File: src/rtl/regfile_wb_queue_pkg.sv
// Shared constants and the entry record for the register-file write-back queue.
package regfile_wb_queue_pkg;

    localparam int REG_AW   = 5;
    localparam int REG_DW   = 32;
    localparam int REG_ZERO = 0;

    // One pending register-file write: destination register and its value.
    typedef struct packed {
        logic [REG_AW-1:0] addr;
        logic [REG_DW-1:0] data;
    } wb_entry_t;

endpackage

File: src/rtl/regfile_wb_queue_if.sv
// Bundle of the write-back queue's producer, register-file and forwarding signals.
interface regfile_wb_queue_if #(
    parameter int DEPTH = 4,
    parameter int DW    = 32,
    parameter int AW    = 5
);
    localparam int CW = $clog2(DEPTH) + 1;

    logic          in_valid;
    logic          in_ready;
    logic [AW-1:0] in_addr;
    logic [DW-1:0] in_data;
    logic          wr_stall;
    logic          rf_regWr;
    logic [AW-1:0] rf_Write_import;
    logic [DW-1:0] rf_Write_data;
    logic [AW-1:0] Read_import1;
    logic [AW-1:0] Read_import2;
    logic          fwd_hit1;
    logic          fwd_hit2;
    logic [DW-1:0] fwd_data1;
    logic [DW-1:0] fwd_data2;
    logic [CW-1:0] count;
    logic          empty;

    // Producer / operand-fetch / register-file side.
    modport master (
        output in_valid, in_addr, in_data, wr_stall, Read_import1, Read_import2,
        input  in_ready, rf_regWr, rf_Write_import, rf_Write_data,
               fwd_hit1, fwd_hit2, fwd_data1, fwd_data2, count, empty
    );

    // Queue side.
    modport slave (
        input  in_valid, in_addr, in_data, wr_stall, Read_import1, Read_import2,
        output in_ready, rf_regWr, rf_Write_import, rf_Write_data,
               fwd_hit1, fwd_hit2, fwd_data1, fwd_data2, count, empty
    );

endinterface

File: src/rtl/regfile_wb_fwd_lookup.sv
// Youngest-match forwarding search over the queue's stored entries for one read address.
module regfile_wb_fwd_lookup
    import regfile_wb_queue_pkg::*;
#(
    parameter int DEPTH = 4,
    parameter int DW    = REG_DW,
    parameter int AW    = REG_AW,
    localparam int PW   = $clog2(DEPTH)
) (
    input  logic [DEPTH-1:0] valid,
    input  logic [AW-1:0]    addr_mem [DEPTH],
    input  logic [DW-1:0]    data_mem [DEPTH],
    input  logic [PW-1:0]    wr_ptr,
    input  logic [AW-1:0]    rd_addr,
    output logic             hit,
    output logic [DW-1:0]    data
);

    logic [DEPTH-1:0] match;
    logic [PW-1:0]    idx;

    // Register 0 is never pending, so a zero read address can never match.
    generate
        for (genvar gi = 0; gi < DEPTH; gi++) begin : g_match
            assign match[gi] = valid[gi] && (addr_mem[gi] == rd_addr)
                               && (rd_addr != AW'(REG_ZERO));
        end
    endgenerate

    // Walk entries from oldest (wr_ptr - DEPTH) to youngest (wr_ptr - 1); the last match wins.
    always_comb begin
        hit  = 1'b0;
        data = '0;
        idx  = '0;
        for (int k = DEPTH; k >= 1; k--) begin
            idx = wr_ptr - PW'(k);
            if (match[idx]) begin
                hit  = 1'b1;
                data = data_mem[idx];
            end
        end
    end

endmodule

File: src/rtl/regfile_wb_queue.sv
// In-order write-back FIFO in front of the single register-file write port, with
// operand forwarding of values that are accepted but not yet written.
module regfile_wb_queue
    import regfile_wb_queue_pkg::*;
#(
    parameter int DEPTH = 4,
    parameter int DW    = REG_DW,
    parameter int AW    = REG_AW
) (
    input  logic               clk,
    input  logic               rst,
    regfile_wb_queue_if.slave  bus
);

    localparam int PW = $clog2(DEPTH);
    localparam int CW = $clog2(DEPTH) + 1;
    localparam logic [CW-1:0] FULL_COUNT = CW'(DEPTH);

    logic [PW-1:0]    wr_ptr_reg, wr_ptr_next;
    logic [PW-1:0]    rd_ptr_reg, rd_ptr_next;
    logic [CW-1:0]    count_reg, count_next;
    logic             empty_reg, empty_next;
    logic [DEPTH-1:0] valid_reg, valid_next;

    logic [AW-1:0]    addr_mem [DEPTH];
    logic [DW-1:0]    data_mem [DEPTH];

    logic full;
    logic accept;
    logic push;
    logic pop;

    // No pass-through when full: a pop in the same cycle does not free a slot early.
    assign full   = (count_reg == FULL_COUNT);
    assign accept = bus.in_valid && !full;
    // R0 writes complete the handshake but are dropped.
    assign push   = accept && (bus.in_addr != AW'(REG_ZERO));
    assign pop    = !empty_reg && !bus.wr_stall;

    assign wr_ptr_next = push ? wr_ptr_reg + PW'(1) : wr_ptr_reg;
    assign rd_ptr_next = pop  ? rd_ptr_reg + PW'(1) : rd_ptr_reg;
    assign count_next  = count_reg + CW'(push) - CW'(pop);
    assign empty_next  = (count_next == '0);

    // Per-slot occupancy: set by a write into the slot, cleared when the slot drains.
    generate
        for (genvar gi = 0; gi < DEPTH; gi++) begin : g_valid
            assign valid_next[gi] = (push && (wr_ptr_reg == PW'(gi))) ? 1'b1 :
                                    (pop  && (rd_ptr_reg == PW'(gi))) ? 1'b0 :
                                    valid_reg[gi];
        end
    endgenerate

    // Pointer, occupancy and slot-valid state; reset takes effect immediately.
    always_ff @(posedge clk or posedge rst) begin
        if (rst) begin
            wr_ptr_reg <= '0;
            rd_ptr_reg <= '0;
            count_reg  <= '0;
            empty_reg  <= 1'b1;
            valid_reg  <= '0;
        end else begin
            wr_ptr_reg <= wr_ptr_next;
            rd_ptr_reg <= rd_ptr_next;
            count_reg  <= count_next;
            empty_reg  <= empty_next;
            valid_reg  <= valid_next;
        end
    end

    // Entry payload storage; contents are only meaningful while the slot is valid.
    always_ff @(posedge clk) begin
        if (push) begin
            addr_mem[wr_ptr_reg] <= bus.in_addr;
            data_mem[wr_ptr_reg] <= bus.in_data;
        end
    end

    // Head entry drives the register-file write port; zeros when nothing is pending.
    assign bus.rf_regWr        = pop;
    assign bus.rf_Write_import = empty_reg ? '0 : addr_mem[rd_ptr_reg];
    assign bus.rf_Write_data   = empty_reg ? '0 : data_mem[rd_ptr_reg];

    assign bus.in_ready = !full;
    assign bus.count    = count_reg;
    assign bus.empty    = empty_reg;

    regfile_wb_fwd_lookup #(
        .DEPTH (DEPTH),
        .DW    (DW),
        .AW    (AW)
    ) u_fwd1 (
        .valid    (valid_reg),
        .addr_mem (addr_mem),
        .data_mem (data_mem),
        .wr_ptr   (wr_ptr_reg),
        .rd_addr  (bus.Read_import1),
        .hit      (bus.fwd_hit1),
        .data     (bus.fwd_data1)
    );

    regfile_wb_fwd_lookup #(
        .DEPTH (DEPTH),
        .DW    (DW),
        .AW    (AW)
    ) u_fwd2 (
        .valid    (valid_reg),
        .addr_mem (addr_mem),
        .data_mem (data_mem),
        .wr_ptr   (wr_ptr_reg),
        .rd_addr  (bus.Read_import2),
        .hit      (bus.fwd_hit2),
        .data     (bus.fwd_data2)
    );

endmodule

File: src/flat_wrapper.sv
// flat-port wrapper written by rule: the top's interface ports become plain ports
module regfile_wb_queue_flat import regfile_wb_queue_pkg::*;
#(
    parameter int DEPTH = 4,
    parameter int DW    = REG_DW,
    parameter int AW    = REG_AW
)
  (clk, rst, bus_in_valid, bus_in_addr, bus_in_data, bus_wr_stall, bus_Read_import1, bus_Read_import2, bus_in_ready, bus_rf_regWr, bus_rf_Write_import, bus_rf_Write_data, bus_fwd_hit1, bus_fwd_hit2, bus_fwd_data1, bus_fwd_data2, bus_count, bus_empty);
  regfile_wb_queue_if #(.DEPTH(DEPTH), .DW(DW), .AW(AW)) bus_i ();
  input  logic clk;
  input  logic rst;
  input wire logic [$bits(bus_i.in_valid)-1:0] bus_in_valid;
  input wire logic [$bits(bus_i.in_addr)-1:0] bus_in_addr;
  input wire logic [$bits(bus_i.in_data)-1:0] bus_in_data;
  input wire logic [$bits(bus_i.wr_stall)-1:0] bus_wr_stall;
  input wire logic [$bits(bus_i.Read_import1)-1:0] bus_Read_import1;
  input wire logic [$bits(bus_i.Read_import2)-1:0] bus_Read_import2;
  output wire logic [$bits(bus_i.in_ready)-1:0] bus_in_ready;
  output wire logic [$bits(bus_i.rf_regWr)-1:0] bus_rf_regWr;
  output wire logic [$bits(bus_i.rf_Write_import)-1:0] bus_rf_Write_import;
  output wire logic [$bits(bus_i.rf_Write_data)-1:0] bus_rf_Write_data;
  output wire logic [$bits(bus_i.fwd_hit1)-1:0] bus_fwd_hit1;
  output wire logic [$bits(bus_i.fwd_hit2)-1:0] bus_fwd_hit2;
  output wire logic [$bits(bus_i.fwd_data1)-1:0] bus_fwd_data1;
  output wire logic [$bits(bus_i.fwd_data2)-1:0] bus_fwd_data2;
  output wire logic [$bits(bus_i.count)-1:0] bus_count;
  output wire logic [$bits(bus_i.empty)-1:0] bus_empty;
  assign bus_i.in_valid = bus_in_valid;
  assign bus_i.in_addr = bus_in_addr;
  assign bus_i.in_data = bus_in_data;
  assign bus_i.wr_stall = bus_wr_stall;
  assign bus_i.Read_import1 = bus_Read_import1;
  assign bus_i.Read_import2 = bus_Read_import2;
  assign bus_in_ready = bus_i.in_ready;
  assign bus_rf_regWr = bus_i.rf_regWr;
  assign bus_rf_Write_import = bus_i.rf_Write_import;
  assign bus_rf_Write_data = bus_i.rf_Write_data;
  assign bus_fwd_hit1 = bus_i.fwd_hit1;
  assign bus_fwd_hit2 = bus_i.fwd_hit2;
  assign bus_fwd_data1 = bus_i.fwd_data1;
  assign bus_fwd_data2 = bus_i.fwd_data2;
  assign bus_count = bus_i.count;
  assign bus_empty = bus_i.empty;
  regfile_wb_queue #(.DEPTH(DEPTH), .DW(DW), .AW(AW)) u_core (.clk(clk), .rst(rst), .bus(bus_i));
endmodule
File: config.mk
export PLATFORM = sky130hd
export DESIGN_NAME = regfile_wb_queue_flat
export DESIGN_NICKNAME = d
export VERILOG_FILES = /design/src/rtl/regfile_wb_queue_pkg.sv /design/src/rtl/regfile_wb_queue_if.sv /design/src/rtl/regfile_wb_fwd_lookup.sv /design/src/rtl/regfile_wb_queue.sv /design/src/flat_wrapper.sv
export SDC_FILE = /design/constraint.sdc
export NUM_CORES = 1
export LEC_CHECK = 0
export ABC_CLOCK_PERIOD_IN_PS = 4000
export CAP_MARGIN = 20
export CORE_MARGIN = 5
export CORE_UTILIZATION = 28
export DETAILED_ROUTE_END_ITERATION = 16
export PLACE_DENSITY = 0.45
export SLEW_MARGIN = 5
export SYNTH_ARGS = -nofsm -noshare
export SYNTH_HDL_FRONTEND = slang
export SYNTH_HIERARCHICAL = 1
export SYNTH_SLANG_ARGS = --single-unit
File: constraint.sdc
create_clock -name clk -period 4 [get_ports clk]
set_input_delay 0.8 -clock clk [delete_from_list [all_inputs] [get_ports clk]]
set_output_delay 0.8 -clock clk [all_outputs]
set_load 0.03 [all_outputs]
==> impl_metrics.tcl <==
set metrics [dict create \
    total_leakage_power_nw 7.52 \
    grt_overflow 0 \
    synthesis.instances 1531 \
    fmax_mhz 242 \
    path_buf_inv 5 \
    rr_worst_depth 8 \
    grt_max_degree 136 \
    drt-vias-per-instance 5.41 \
    crit_path_end_kind "output pin" \
    io_pins 160 \
    path_max_fanout 6 \
    yosysMostFrequentCell "mux2i_1" \
    max_stage_delay_ns 0.54 \
    ant_nets 0 \
    timing.critical_path.arrival_ns 3.33 \
    status "finished with violations" \
    syn_nets 1593 \
    rsz0062_at_grt "true" \
    finalHoldViolations 0 \
    period_needed_ns 4.13 \
    cp-start-kind "flip-flop" \
    port_buffers 159 \
    yosysTopAreaCellShare_pct 30.3 \
    crit_type "reg -> out" \
    wl_mm 53.0 \
    synth_cell_types 46 \
    dpl_worst_slack_ns -0.865 \
    area_growth_pct 41.5 \
    synth-edff-count 148 \
    crit_chain "xnor2_2 -> nand4_1 -> or2_4 -> buf_6 -> mux4_2 -> buf_12 -> buf_12 -> buf_8 -> o221ai_2 -> a21oi_2 -> o31ai_4 -> buf_6" \
    power.density_nw_per_um2 649 \
    synth-seq-area-share_pct 32.4 \
    num_vias 13000 \
    coreArea_um2 51600 \
    fin_crit_sh_pct 103 \
    setup_viol 53 \
    violations "negative setup slack" \
    hpwl_mm 34.0 \
    cts_buffers 17 \
    yosysTopAreaCell "edfxtp_1" \
    grt_usage_pct 18.0 \
    regArea_um2 4760 \
    synth-seq-cells 160 \
    avgSynthCellArea_um2 9.57 \
    finalNonFillerCells 2411 \
    power_mw 13.5 \
    path_depth 12 \
    wl_per_cell_um 22.0 \
    synth_area_leaders "edfxtp_1, mux2i_1, mux4_2, a21oi_1, nor2b_1" \
    cts_max_path_buffers 2 \
    syn_area_um2 14700 \
    fp.dieH_um 239 \
    insertion_delay_ns 0.49 \
    yosysWarnings 6 \
    layout.nets 1784 \
    timing.setup.tns_ns -3.37 \
    drt_pass1_iterations 5 \
    multi_input_area_um2 10900 \
    peakVddDrop_v 0.000569 \
    htree_levels 4 \
    required_ns 3.20 \
    clock-sinks 160 \
    synthFlopType "edfxtp_1" \
    fin_util_pct 40.2 \
    antenna_found_initial 0 \
    start_util_pct 28.4 \
    row_count 83 \
    fin_ws_ns -0.131 \
    placedCellCount 2339 \
    place_congestion 0.802 \
    cts-root-buf "clkbuf_16" \
    dieArea_um2 57000 \
    clk_pin_slew_worst_paths_ns 0.06 \
    cts_hold_buf 0 \
    crit_family "buffers and inverters" \
    post-route-drc-count 0 \
    grt_pass1_wl_mm 79.0 \
    worst_pin_slew_ns 0.668 \
    initialDrtViolationCount 771 \
    grt_pass1_vias 12800 \
    cap_violations 0 \
    cts_tree "done" \
    largest_reg_flops 128 \
    max_slew_margin_pct 55.4 \
    skew_ns 0.0132 \
    antenna_cells 0 \
    async_flop_share_pct 7.50 \
    whs_path_depth 1 \
    hp-class "reg -> reg" \
    ys_top_cells_by_count "mux2i_1, a21oi_1, edfxtp_1, nor2b_1, nor2_1" \
    drive_gt1_share_pct 32.8 \
    fill_cells 4942 \
    critical-path-slowest-cell "mux4_2" \
    die_w_um 239 \
    drv_slew 0 \
]
## power breakdown
group	internal [mW]	switching, mW	total (mW)
Sequential	2.25	0.514	2.77
Combinational	3.89	5.17	9.07
Clock	0.958	0.672	1.63
## metrics by stage
step | instance area, µm² | hold WS (ns)
after floorplan | 14700 | 0.487
after global placement | 17500 | 0.540
after detailed placement | 17500 | 0.534
after CTS | 19700 | 0.556
after global routing | 20700 | 0.582
final | 20700 | 0.544
## per-layer routing
metal / routed length (µm) / vias up / global-route usage, % / share of wire, %
met4: 1480 / 0 / 5.90 / 2.8
li1: - / 6166 / - / -
met3: 2090 / 80 / 3.37 / 4.0
met5: 0 / - / 0 / 0
met2: 25600 / 262 / 29.8 / 48
met1: 23800 / 6541 / 23.8 / 45
## layout by cell type (no fill, tap or decap), drive strengths merged, types with 5 or more instances in the layout
cell / n
ha: 10
o21ai: 61
clkinv: 5
or2: 6
edfxtp: 148
nand4: 10
clkdlybuf4s50: 85
nor3: 65
o31ai: 64
and2: 64
clkbuf: 23
nor2b: 97
a21oi: 180
nand2b: 60
mux4: 57
dfrtp: 11
nand2: 73
xnor2: 43
buf: 233
nor2: 81
o211ai: 6
o221ai: 60
inv: 11
o21a: 60
mux2i: 180
## cell type report
class                      instances  area share, %
inverter                          11          0.199
clock buffer                      20           2.11
sequential                       160           23.0
timing repair buffer             321           17.3
clock inverter                     8          0.567
multi-input combinational       1211           52.8
tap                              680           4.10
## repair_timing
action | CTS | global route
cloned | 9 | 2
pin swaps | 71 | 45
buffers inserted | 26 | 30
gates resized for setup | 312 | 165
setup endpoints to repair | 65 | 64
## final timing paths
| path | start | end | slack [ns] |
|---|---|---|---|
| setup / recovery | u_core/addr_mem[10]$_DFFE_PP_ | bus_fwd_data1[17] | -0.13 |
| max in group asynchronous | rst | u_core/wr_ptr_reg[0]$_DFFE_PP0P_ | 2.95 |
| min in group asynchronous | rst | u_core/rd_ptr_reg[0]$_DFFE_PP0P_ | 0.66 |
| hold reg to reg | u_core/valid_reg[3]$_DFFE_PP0P_ | u_core/valid_reg[3]$_DFFE_PP0P_ | 0.54 |
| setup reg to reg | u_core/bus.empty$_DFF_PP1_ | u_core/bus.empty$_DFF_PP1_ | 1.47 |
| hold / removal | u_core/valid_reg[3]$_DFFE_PP0P_ | u_core/valid_reg[3]$_DFFE_PP0P_ | 0.54 |
## cells by family (layout without fill, tap and decap cells)
| group | after synthesis | in the layout | share of synthesized area (%) |
|---|---|---|---|
| muxes | 238 | 238 | 21.1 |
| DFF | 160 | 160 | 32.4 |
| adders and majority gates | 11 | 11 | 0.990 |
| xor gates and xnor gates | 44 | 44 | 2.63 |
| AOI/OAI and AO/OA | 448 | 448 | 20.2 |
| and+or+nand+nor | 470 | 470 | 17.1 |
| buffers and inverters | 160 | 360 | 5.62 |
Note: power is estimated with default switching activity, not from simulation.
